[src/rtl/inst_fetch_queue.sv]
// Fetch driver and line buffer behind i_cache. It requests lines at the fetch PC and
// queues them, then hands single instructions to decode. A redirect flushes the queue.
module inst_fetch_queue #(
  parameter int          DEPTH     = 4,
  parameter logic [31:0] RESET_PC  = 32'h0,
  parameter int          RETRY_MAX = 8
) (
  input  logic         clk,
  input  logic         rst,
  output logic [31:0]  pc_in,
  output logic         rd_en,
  output logic         abort,
  input  logic [127:0] Dout,
  input  logic         Dout_valid,
  input  logic         jmp_valid,
  input  logic [31:0]  jmp_addr,
  output logic [31:0]  inst_out,
  output logic [31:0]  inst_pc,
  output logic         inst_valid,
  input  logic         inst_rd,
  output logic         full,
  output logic         empty,
  output logic         fetch_err
);
  localparam int AW = $clog2(DEPTH);
  localparam int MW = $clog2(RETRY_MAX + 1);
  localparam logic [AW:0]   FULL_CNT = (AW + 1)'(DEPTH);
  localparam logic [MW-1:0] LAST_MISS = MW'(RETRY_MAX - 1);

  logic [127:0]  line_mem  [DEPTH];
  logic [27:0]   base_mem  [DEPTH];
  logic [1:0]    start_mem [DEPTH];

  logic [27:0]   pc_line;
  logic [1:0]    start_pend;
  logic [AW:0]   count;
  logic [AW-1:0] wr_ptr;
  logic [AW-1:0] rd_ptr;
  logic [1:0]    rd_cnt;
  logic [1:0]    eidx;
  logic [MW-1:0] miss_cnt;
  logic          push;
  logic          miss;
  logic          pop;
  logic          free;
  logic          unused_jmp_lsbs;

  assign unused_jmp_lsbs = ^jmp_addr[1:0];

  assign full  = (count == FULL_CNT);
  assign empty = (count == '0);
  assign pc_in = {pc_line, 4'h0};
  assign abort = jmp_valid & ~rst;
  // No pop-bypass: a full queue stalls fetch even when the head frees this cycle.
  assign rd_en = ~rst & ~jmp_valid & ~full & ~fetch_err;
  assign push  = rd_en & Dout_valid;
  assign miss  = rd_en & ~Dout_valid;

  // Decode handshake: one instruction transfers in every cycle where inst_valid and
  // inst_rd are both high; inst_out/inst_pc are stable until that transfer happens.
  assign eidx       = start_mem[rd_ptr] + rd_cnt;
  assign inst_out   = line_mem[rd_ptr][{eidx, 5'b0} +: 32];
  assign inst_pc    = {base_mem[rd_ptr], eidx, 2'b00};
  assign inst_valid = ~empty & ~jmp_valid & ~rst;
  assign pop        = inst_rd & inst_valid;
  assign free       = pop & (eidx == 2'd3);

  always_ff @(posedge clk) begin
    if (push) begin
      line_mem[wr_ptr]  <= Dout;
      base_mem[wr_ptr]  <= pc_line;
      start_mem[wr_ptr] <= start_pend;
    end
  end

  always_ff @(posedge clk) begin
    if (rst) begin
      pc_line    <= RESET_PC[31:4];
      start_pend <= RESET_PC[3:2];
      count      <= '0;
      wr_ptr     <= '0;
      rd_ptr     <= '0;
      rd_cnt     <= '0;
      miss_cnt   <= '0;
      fetch_err  <= 1'b0;
    end else if (jmp_valid) begin
      pc_line    <= jmp_addr[31:4];
      start_pend <= jmp_addr[3:2];
      count      <= '0;
      wr_ptr     <= '0;
      rd_ptr     <= '0;
      rd_cnt     <= '0;
      miss_cnt   <= '0;
      fetch_err  <= 1'b0;
    end else begin
      if (push) begin
        wr_ptr     <= wr_ptr + 1'b1;
        pc_line    <= pc_line + 28'd1;
        start_pend <= 2'd0;
        miss_cnt   <= '0;
      end else if (miss) begin
        miss_cnt <= miss_cnt + 1'b1;
        if (miss_cnt == LAST_MISS) fetch_err <= 1'b1;
      end
      if (pop) begin
        if (free) begin
          rd_ptr <= rd_ptr + 1'b1;
          rd_cnt <= 2'd0;
        end else begin
          rd_cnt <= rd_cnt + 2'd1;
        end
      end
      case ({push, free})
        2'b10:   count <= count + 1'b1;
        2'b01:   count <= count - 1'b1;
        default: count <= count;
      endcase
    end
  end
endmodule

[config.mk]
export PLATFORM = sky130hd
export DESIGN_NAME = inst_fetch_queue
export DESIGN_NICKNAME = d
export VERILOG_FILES = /design/src/rtl/inst_fetch_queue.sv
export SDC_FILE = /design/constraint.sdc
export NUM_CORES = 1
export LEC_CHECK = 0
export ABC_AREA = 1
export CAP_MARGIN = 20
export CELL_PAD_IN_SITES_DETAIL_PLACEMENT = 0
export CELL_PAD_IN_SITES_GLOBAL_PLACEMENT = 1
export CORE_MARGIN = 5
export CORE_UTILIZATION = 42
export DETAILED_ROUTE_END_ITERATION = 7
export PLACE_DENSITY_LB_ADDON = 0.1
export SETUP_SLACK_MARGIN = 0.15
export SYNTH_ARGS = -nofsm -noshare
export SYNTH_HDL_FRONTEND = slang
export SYNTH_SLANG_ARGS = --single-unit
[constraint.sdc]
create_clock -name clk -period 9.3 [get_ports clk]
set_clock_uncertainty 0.05 [all_clocks]
set_input_delay 1.86 -clock clk [delete_from_list [all_inputs] [get_ports clk]]
set_output_delay 1.86 -clock clk [all_outputs]
set_load 0.02 [all_outputs]
==> results of run 1 <==
==> through the flow <==
step                      util, %  instances  cell area, sq um  hold WS, ps  total power [mW]
after floorplan                 -       2254             27330        384.9             3.576
after global placement      47.47       3249             30600        398.5             3.751
after detailed placement    47.47       3249             30600        410.3             3.756
after CTS                   51.31       3384             33080        420.0             6.727
after global routing        51.37       3388             33110        464.3             6.882
final                       51.40       3396             33130        419.5             6.648
==> report_power, final <==
group	switching, mW	leakage [nW]	internal [mW]
Sequential	0.0279	6.11	3.37
Combinational	0.160	3.76	0.130
Clock	1.15	1.21	1.81
Total	1.34	11.1	5.31
==> how the worst max path moves through the flow <==
stage / to / slack [ps] / start
6_report: inst_out[21] / 2000 / flip-flop
5_1_grt: inst_out[21] / 1640 / flip-flop
3_3_place_gp: inst_out[21] / 2500 / flip-flop
2_1_floorplan: base_mem[0][0] / -530 / jmp_valid
3_5_place_dp: inst_out[21] / 2480 / flip-flop
4_1_cts: inst_out[21] / 1820 / flip-flop
==> logic make-up (layout without fill, tap and decap cells) <==
logic type | Yosys count | in the layout | share of synthesized area, %
XOR/XNOR | 11 | 11 | 0.3527
AO/OA/AOI/OAI | 541 | 541 | 11.31
other | 1 | 17 | 0.01373
flip-flops | 678 | 678 | 72.85
adder cells (fa/ha/maj) | 9 | 9 | 0.4398
AND/OR/NAND/NOR | 793 | 793 | 11.53
buffers and inverters | 216 | 492 | 3.500
==> Yosys cell counts (2+ instances only) <==
cell / number
a21oi_1: 29
a22o_1: 2
a31oi_1: 6
buf_1: 12
buf_2: 36
buf_4: 20
buf_6: 3
clkbuf_1: 67
dfxtp_1: 46
edfxtp_1: 632
ha_1: 8
inv_1: 69
inv_2: 7
nand2_1: 176
nand2_2: 2
nand3_1: 103
nor2_1: 504
nor2_2: 4
o211ai_1: 129
o21ai_0: 329
o21ai_1: 14
o22ai_1: 29
xnor2_1: 3
xor2_1: 8
==> state kept, by name, indices dropped and copies added (netlist names), named ones only <==
name        cells
pc_line        28
start_mem       8
miss_cnt        4
wr_ptr          2
rd_cnt          2
rd_ptr          2
base_mem      112
line_mem      512
fetch_err       1
start_pend      2
count           3
==> cell type report <==
type | instances | share of cell area, %
antenna | 11 | 0.08308
sequential | 678 | 60.07
tap | 855 | 3.229
timing repair buffer | 280 | 8.542
clock inverter | 34 | 1.103
clock buffer | 101 | 6.367
multi-input combinational | 1360 | 19.68
inverter | 77 | 0.9252
==> worst max-delay path: cells and delay by family (launching register included) <==
kind | cells | cell delay, ps
fa+ha+maj | 1 | 340
buf+inv | 4 | 2570
compound gates | 3 | 600
flops | 1 | 720
simple gates | 2 | 490
==> layer usage <==
metal / global-route usage [%] / part of all wire [%]
met1: 25.86 / 42
met3: 4.523 / 5.6
met2: 33.50 / 50
met5: 0 / 0.11
met4: 5.650 / 2.1
==> summary.md, run 1 <==
| Metric | Value |
|---|---|
| Run status | finished clean |
| CP Capture Type | output port |
| YS warnings | 0 |
| Unique masters post-synth | 35 |
| Drt first pass iters | 5 |
| Post-CTS Setup Inserts | 0 |
| Yosys top cell by area | edfxtp_1 |
| Clock Latency Late Sink | 600 ps |
| Die area | 70,240 sq um |
| VDD IR-drop max | 0.1086 mV |
| First-pass GRT wire length | 107,200 microns |
| Nets@finish | 2,644 |
| Register bit count reported by yosys | 678 |
| WHS Endpoint | miss_cnt[2] |
| Detailed placement HPWL | 40,580 microns |
| Pleak | 11.09 nW |
| Top post-synthesis cells by area | edfxtp_1 (69%), nor2_1 (6.9%), o21ai_0 (6.0%) |
| Crit Path Class | reg -> out |
| Synth top area share | 69.48% |
| CP max stage cell | clkinv_2 |
| Num CTS Buffers | 73 |
| Worst-path fanout max | 50 |
| CP peak stage delay | 810 ps |
| Hold Path Depth | 2 |
| Area grow syn2layout | 21.30% |
| Share of cells above drive strength 1 | 6.008% |
| Max-cap violation count | 0 |
| Commonest non-fill, non-tap cell in the layout | edfxtp_1 |
| Final min period | 7301 ps |
| Final setup violation count | 0 |
| Final Hold Viols | 0 |
| Vias in the first global route | 17,330 |
| Core area | 64,460 sq um |
| Post-CTS Hold Buffers | 0 |
| Post-DRT Antenna Nets | 0 |
| Min-delay worst type | reg -> reg |
| CTS Sinks | 678 |
| Drt wl/cell | 21.09 microns |
| Worst r2r path cells | 15 |
| Post-route setup slack | 1999 ps |
| Most used cell, CP | buf_4 |
| Die extent in y | 265.0 microns |
| Initial Util | 42.37% |
| Clk slew on worst S/H paths | 60 ps |
| DIE WIDTH | 265.0 microns |
| Ys flop type | edfxtp_1 |
| Worst endpoint required time | 7390 ps |
| Clk buf depth | 3 |
| EDFF count, synth | 632 |
| Post-synthesis cell count | 2,249 |
| Iteration-0 DRC Markers | 1,100 |
| Worst path arrival time | 5390 ps |
| Worst R2R End | count[2] |
| Core Rows | 93 |
| Reg area | 19,900 sq um |
| GPL Wtd Cong | 0.7937 |
| Drt total wl | 71,630 microns |
| Internal reg-to-reg setup slack | 4500 ps |
| Cell Area, Synth | 27,310 sq um |
| Critical path launch point type | flip-flop |
| Most frequent cells in the layout | edfxtp_1 (632), nor2_1 (500), o21ai_0 (329), clkdlybuf4s50_1 (258), nand2_1 (176) |
| Seq/Total Area, Yosys | 72.85% |
| Buffers on Ports | 258 |
| GRT Util Overall | 19.80% |
| Pin count of the biggest net entering global routing | 165 |
| Dpl ws | 2478 ps |
| FMAX | 137.0 MHz |
| # DRC | 0 |
| Measured slew at the worst slew-check pin | 1030 ps |
| Post-synth ARST share | 0% |
| Avg Inst Size Synth | 12.15 sq um |
| Slew Limit Fails | 0 |
| # resized after CTS | 0 |
| DR vias | 17,690 |
| Vias per std cell | 5.208 |
| CTS tree | built |
| Normalized max-slew margin | 31.14% |
| Footprint of the multi-input gates | 6521 sq um |
| H-tree Lvls | 3 |
| Fillers | 5,571 |
| Unrepaired setup endpoints after global routing | false |
| Cell Chain, Critical Path | buf_4 -> o21ai_0 -> o22ai_1 -> ha_4 -> clkinv_2 -> buf_4 -> o211ai_1 -> nand3_1 -> nand2_1 -> clkdlybuf4s50_1 |
| Post-route setup TNS | 0 ps |
| Initial antenna violation count | 16 |
| I/O pin cnt | 267 |
| Grt total ovfl | 0 |
| Min-delay src | miss_cnt[2] |
| Power Dens Cells | 200.7 nW/um^2 |
| Fraction of the cycle the final worst path needs | 78.51% |
| Clk root buf | clkbuf_16 |
Power figures use the tool's default switching activity.
==> run 2, diff against run 1 <==
- CORE_UTILIZATION: 42 -> 46
- clock period: 9.3 -> 7.05 ns (I/O delays scaled with it)
==> run 2 against run 1 <==
Effect of this change:
- critical endpoint unchanged
- worst setup slack worse by 940 ps
- register-to-register slack worse by 1800 ps
- highest routed layer unchanged
- flip-flop and latch count unchanged
- critical path depth rose by 2
==> summary.md, run 2 (synthesis gave the netlist of run 1 again) <==
| Metric | Value |
|---|---|
| Buffers on Ports | 258 (unchanged) |
| Switching pwr | 1.723 mW (+29%) |
| Post-CTS Hold Buffers | 0 (unchanged) |
| # DRC | 0 (unchanged) |
| Critical path launch point type | flip-flop |
| Power Dens Cells | 258.9 nW/um^2 (+29%) |
| GPL Wtd Cong | 0.7971 (+0.43%) |
| CTS tree | built |
| Vias per std cell | 5.391 (+3.5%) |
| Detailed placement HPWL | 40,410 microns (-0.41%) |
| Worst path arrival time | 4530 ps (-860 ps) |
| Run status | finished clean |
| Area grow syn2layout | 20.12% |
| Final Hold Viols | 0 (unchanged) |
| DP Area | 30,500 sq um (-0.34%) |
| Measured slew at the worst slew-check pin | 1025 ps (-5.568 ps) |
| H-tree Lvls | 3 (unchanged) |
| Final setup violation count | 0 (unchanged) |
| Crit Path Class | reg -> out |
| Fraction of the cycle the final worst path needs | 85.03% |
| Max-cap violation count | 0 (unchanged) |
| Design area | 32,810 sq um (-0.97%) |
| Clk buf depth | 3 (unchanged) |
| Worst endpoint required time | 5590 ps (-1800 ps) |
| Most frequent cells in the layout | edfxtp_1 (632), nor2_1 (500), o21ai_0 (329), clkdlybuf4s50_1 (258), nand2_1 (176) |
| Die area | 64,350 sq um (-8.4%) |
| Internal reg-to-reg setup slack | 2690 ps (-1810 ps) |
| Clock Latency Late Sink | 590 ps (about the same) |
| Drt first pass iters | 5 (unchanged) |
| Biggest register | line_mem |
| Share of cells above drive strength 1 | 5.775% (-0.23 points) |
| Grt total ovfl | 0 (unchanged) |
| Clk root buf | clkbuf_16 |
| DIE WIDTH | 253.7 microns (-4.3%) |
| FMAX | 166.8 MHz |
| Vias in the first global route | 17,610 (+1.6%) |
| Clock share of power | 42.7% (-1.8 points) |
| Die extent in y | 253.7 microns (-4.3%) |
| Slew Limit Fails | 0 (unchanged) |
| Initial antenna violation count | 9 (-7) |
| Number of flip-flops in the largest register | 512 (unchanged) |
| Normalized max-slew margin | 31.68% (+0.53 points) |
| DR vias | 17,830 (+0.81%) |
| Comb pwr share | 4.5% (about the same) |
| Iteration-0 DRC Markers | 1,206 (+9.6%) |
| Nets@finish | 2,647 (+0.11%) |
| Min-delay worst type | reg -> reg |
| CP Capture Type | output port |
| Num CTS Buffers | 73 (unchanged) |
| Post-DRT Antenna Nets | 0 (unchanged) |
| Worst-path fanout max | 141 (+180%) |
| Pint | 6.772 mW (+28%) |
| Core Rows | 89 (-4.3%) |
| Overall power | 8.495 mW (+28%) |
| CTS Sinks | 678 (unchanged) |
| Final min period | 5995 ps |
| GRT Util Overall | 21.24% (+1.4 points) |
| Drt total wl | 69,860 microns (-2.5%) |
| Clk slew on worst S/H paths | 50 ps (about the same) |
| Pleak | 11.01 nW (-0.72%) |
| Drt wl/cell | 21.12 microns (+0.15%) |
| Core area | 58,910 sq um (-8.6%) |
| Reg power frac | 52.8% (+1.7 points) |
| # resized after CTS | 0 (unchanged) |
| Post-CTS Setup Inserts | 0 (unchanged) |
| Largest regs | line_mem: 512 flops, base_mem: 112 flops, pc_line: 28 flops |
| VDD IR-drop max | 0.1840 mV (+69%) |
| First-pass GRT wire length | 104,500 microns (-2.5%) |
| Initial Util | 46.37% (+4.0 points) |
| Commonest non-fill, non-tap cell in the layout | edfxtp_1 |
| Switching share of power | 20.28% (+0.14 points) |
| I/O pin cnt | 267 (unchanged) |
| Pin count of the biggest net entering global routing | 221 (+34%) |
| Unrepaired setup endpoints after global routing | false |
[run 2: cell count changes in the layout (fill, tap and decap cells not counted), sizes merged]
cell / delta
clkinvlp: -1
clkbuf: -2
diode: -5
clkinv: +4
bufinv: -5
buf: +3
inv: -1
[run 2: cell type report]
cell class | instances | area, sq um
multi-input combinational | 1360 | 6521
tap | 773 | 967.2
antenna | 6 | 15.01
clock buffer | 99 | 2062
clock inverter | 31 | 220.2
fill | 4937 | 26100
timing repair buffer | 283 | 2815
inverter | 77 | 306.5
sequential | 678 | 19900
[run 2: power by group through the flow]
stage,combinational (mW),clock (mW),sequential [mW]
after detailed placement,0.386,0,4.57
after global placement,0.380,0,4.57
after global routing,0.413,3.88,4.49
after floorplan,0.139,0,4.58
after CTS,0.388,3.70,4.48
final,0.382,3.63,4.48
[run 2: per-layer routing]
layer,part of all wire [%],track usage [%],vias to the layer above
met5,0.059,0,-
met3,5.0,3.572,113
met4,2.8,7.778,6
met1,42,28.15,8696
li1,-,-,8549
met2,50,35.68,465
[run 2: per-stage QoR]
step	hold WS (ps)	utilization [%]	TNS, ps	setup slack (ps)	std cells
3_3_place_gp	397.7	51.77	0	1545	3170
2_1_floorplan	384.9	-	-1471140	-2328	2254
6_report	405.9	55.70	0	1055	3307
4_1_cts	411.5	55.65	0	899.8	3300
3_5_place_dp	403.2	51.77	0	1560	3170
5_1_grt	438.5	55.68	0	735.7	3303
[run 2: worst max-delay path, stage by stage, from the launching register on]
cell and delay (ps):
dfxtp_4 450, inv_8 550, o21ai_0 180, o22ai_1 230, ha_4 170, xor2_1 180, inv_1 60, nand2_1 90
nand2_2 60, inv_2 650, nand3_1 450, nand2_1 170, clkdlybuf4s50_1 620
[run 2: path summary, 6_finish.rpt]
path                from            to  depth (start not counted)
max            flip-flop  inst_out[21]                         12
min          miss_cnt[2]   miss_cnt[2]                          2
max reg2reg    flip-flop      count[2]                         16
min reg2reg  miss_cnt[2]   miss_cnt[2]                          2
==> run 3, diff against run 2 <==
- CORE_UTILIZATION: 46 -> 45
==> run 3 against run 2 <==
Effect of this change:
- combinational power is essentially flat
- core utilization decreased by 1.1 points
- power increased by 0.39%
- final area increased by 0.18%
- sequential power barely moved
- final cell count grew 0.30%
- register-to-register slack got worse by 200 ps
- global-route usage decreased by 0.47 points
- critical path depth increased by 1
- sequential share of layout area fell by 0.11 points
- worst hold slack got worse by 0.94 ps
- maximum frequency fell by 4.1%
- largest power group unchanged
- highest routed layer unchanged
==> summary.md, run 3 (synthesis gave the netlist of run 1 again) <==
| Metric | Value |
|---|---|
| Normalized max-slew margin | 26.89% (-4.8 points) |
| GRT Util Overall | 20.77% (-0.47 points) |
| Worst endpoint required time | 5590 ps (about the same) |
| Grt total ovfl | 0 (unchanged) |
| Core area | 60,250 sq um (+2.3%) |
| Power Dens Cells | 259.5 nW/um^2 (+0.21%) |
| Post-CTS Hold Buffers | 0 (unchanged) |
| Biggest register | line_mem |
| CP max stage cell | clkdlybuf4s50_1 |
| Pin count of the biggest net entering global routing | 165 (-25%) |
| GPL Wtd Cong | 0.7848 (-1.5%) |
| Crit Path Class | reg -> out |
| Post-CTS Setup Inserts | 0 (unchanged) |
| Worst-path fanout max | 164 (+16%) |
| Die area | 65,730 sq um (+2.1%) |
| Drt wl/cell | 21.29 microns (+0.76%) |
| # resized after CTS | 0 (unchanged) |
| Post-DRT Antenna Nets | 0 (unchanged) |
| Largest regs | line_mem: 512 flops, base_mem: 112 flops, pc_line: 28 flops |
| Slew Limit Fails | 0 (unchanged) |
| Clk buf depth | 3 (unchanged) |
| Initial antenna violation count | 12 (+3) |
| Clock Latency Late Sink | 590 ps (about the same) |
| I/O pin cnt | 267 (unchanged) |
| Drt first pass iters | 5 (unchanged) |
| Drt total wl | 70,600 microns (+1.1%) |
| Number of flip-flops in the largest register | 512 (unchanged) |
| Detailed placement HPWL | 40,980 microns (+1.4%) |
| First-pass GRT wire length | 105,800 microns (+1.2%) |
| Fillers | 5,073 (+2.8%) |
| CP peak stage delay | 640 ps (about the same) |
| Buffers on Ports | 258 (unchanged) |
| Fraction of the cycle the final worst path needs | 88.66% (+3.6 points) |
| Design area | 32,870 sq um (+0.18%) |
| Clk slew on worst S/H paths | 60 ps (about the same) |
| Vias in the first global route | 17,260 (-2.0%) |
| Iteration-0 DRC Markers | 1,239 (+2.7%) |
| Min-delay worst type | reg -> reg |
| Dpl ws | 1330 ps (-229.4 ps) |
| Pleak | 11.01 nW (about the same) |
| H-tree Lvls | 3 (unchanged) |
| Final Hold Viols | 0 (unchanged) |
| Clk root buf | clkbuf_16 |
| Worst path arrival time | 4790 ps (+260 ps) |
| Internal reg-to-reg setup slack | 2490 ps (-200 ps) |
| Run status | finished clean |
| # DRC | 0 (unchanged) |
| DIE WIDTH | 256.4 microns (+1.1%) |
| Final setup violation count | 0 (unchanged) |
| Max-cap violation count | 0 (unchanged) |
| FMAX | 160.0 MHz (-4.1%) |
| Nets@finish | 2,648 (+0.038%) |
| VDD IR-drop max | 0.1599 mV (-13%) |
| Measured slew at the worst slew-check pin | 1093 ps (+68.36 ps) |
| Cell Chain, Critical Path | buf_12 -> o21ai_0 -> o22ai_1 -> ha_4 -> xor2_1 -> inv_1 -> nand2_1 -> nand2_2 -> inv_2 -> buf_4 -> nand3_1 -> nand2_1 -> clkdlybuf4s50_1 |
| Unrepaired setup endpoints after global routing | false |
| Critical path launch point type | flip-flop |
| DR vias | 17,930 (+0.54%) |
| CTS Sinks | 678 (unchanged) |
| CP Capture Type | output port |
| Worst r2r path cells | 16 (unchanged) |
| Num CTS Buffers | 74 (+1.4%) |
| Min-delay src | miss_cnt[2] |
| Hold Path Depth | 2 (unchanged) |
| Vias per std cell | 5.404 (+0.24%) |
| Most used cell, CP | nand2_1 |
| Initial Util | 45.34% (-1.0 points) |
| Area grow syn2layout | 20.33% |
| Post-route setup slack | 799.7 ps (-255.6 ps) |
| Critical Path Sink | inst_out[22] |
| Die extent in y | 256.4 microns (+1.1%) |
| Share of cells above drive strength 1 | 5.813% (+0.037 points) |
| Core Rows | 90 (+1.1%) |
| DP Area | 30,550 sq um (+0.18%) |
| Most frequent cells in the layout | edfxtp_1 (632), nor2_1 (500), o21ai_0 (329), clkdlybuf4s50_1 (258), nand2_1 (176) |
| CTS tree | built |
| Final min period | 6250 ps (+255.6 ps) |
| Commonest non-fill, non-tap cell in the layout | edfxtp_1 |
| Worst R2R End | count[2] |
-- run 3: area by class of cell --
type / instances / area, sq um / share of cell area [%]
Clock inverter: 29 / 227.7 / 0.6928
Timing Repair Buffer: 283 / 2845 / 8.656
Sequential cell: 678 / 19900 / 60.55
Inverter: 77 / 306.5 / 0.9326
Clock buffer: 102 / 2072 / 6.304
Tap cell: 782 / 978.4 / 2.977
Antenna cell: 6 / 15.01 / 0.04568
Multi-Input combinational cell: 1360 / 6521 / 19.84
-- run 3: through the flow --
stage / instances / util (%) / hold WS (ps) / total power, mW / setup TNS [ps]
6_report: 3317 / 54.56 / 404.9 / 8.528 / 0
5_1_grt: 3314 / 54.55 / 433.0 / 8.826 / 0
4_1_cts: 3311 / 54.53 / 408.1 / 8.618 / 0
3_5_place_dp: 3180 / 50.72 / 399.6 / 4.955 / 0
3_3_place_gp: 3180 / 50.72 / 396.8 / 4.948 / 0
2_1_floorplan: 2254 / - / 384.9 / 4.717 / -1471140
-- run 3: power breakdown --
part	total, mW	internal (mW)	leakage [nW]	switching [mW]
Sequential	4.48	4.45	6.11	0.0370
Clock	3.66	2.16	1.13	1.50
Combinational	0.383	0.172	3.77	0.211
Total	8.53	6.78	11.0	1.75
-- run 3: worst min-delay path by stage --
| stage | to | slack [ps] |
|---|---|---|
| final | miss_cnt[2] | 400 |
| after global routing | miss_cnt[2] | 430 |
| after CTS | miss_cnt[2] | 410 |
| after detailed placement | miss_cnt[2] | 400 |
| after global placement | miss_cnt[2] | 400 |
| after floorplan | miss_cnt[2] | 380 |
-- run 3: layer usage --
| metal | routed length [microns] | vias up | GRT usage, % | share of wire, % |
|---|---|---|---|---|
| met5 | 61 | - | 0 | 0.086 |
| met4 | 1961 | 8 | 7.203 | 2.8 |
| met3 | 3682 | 111 | 4.073 | 5.2 |
| met1 | 29690 | 8848 | 27.20 | 42 |
| met2 | 35210 | 416 | 35.00 | 50 |
| li1 | - | 8542 | - | - |
-- run 3: critical path: cells and delay by family (launching register included) --
family                     cells  cell delay (ps)
buffers and inverters          5             2240
DFF                            1              390
adders and majority gates      1              170
xor gates and xnor gates       1              190
and+or+nand+nor                4              710
AOI/OAI and AO/OA              2              450
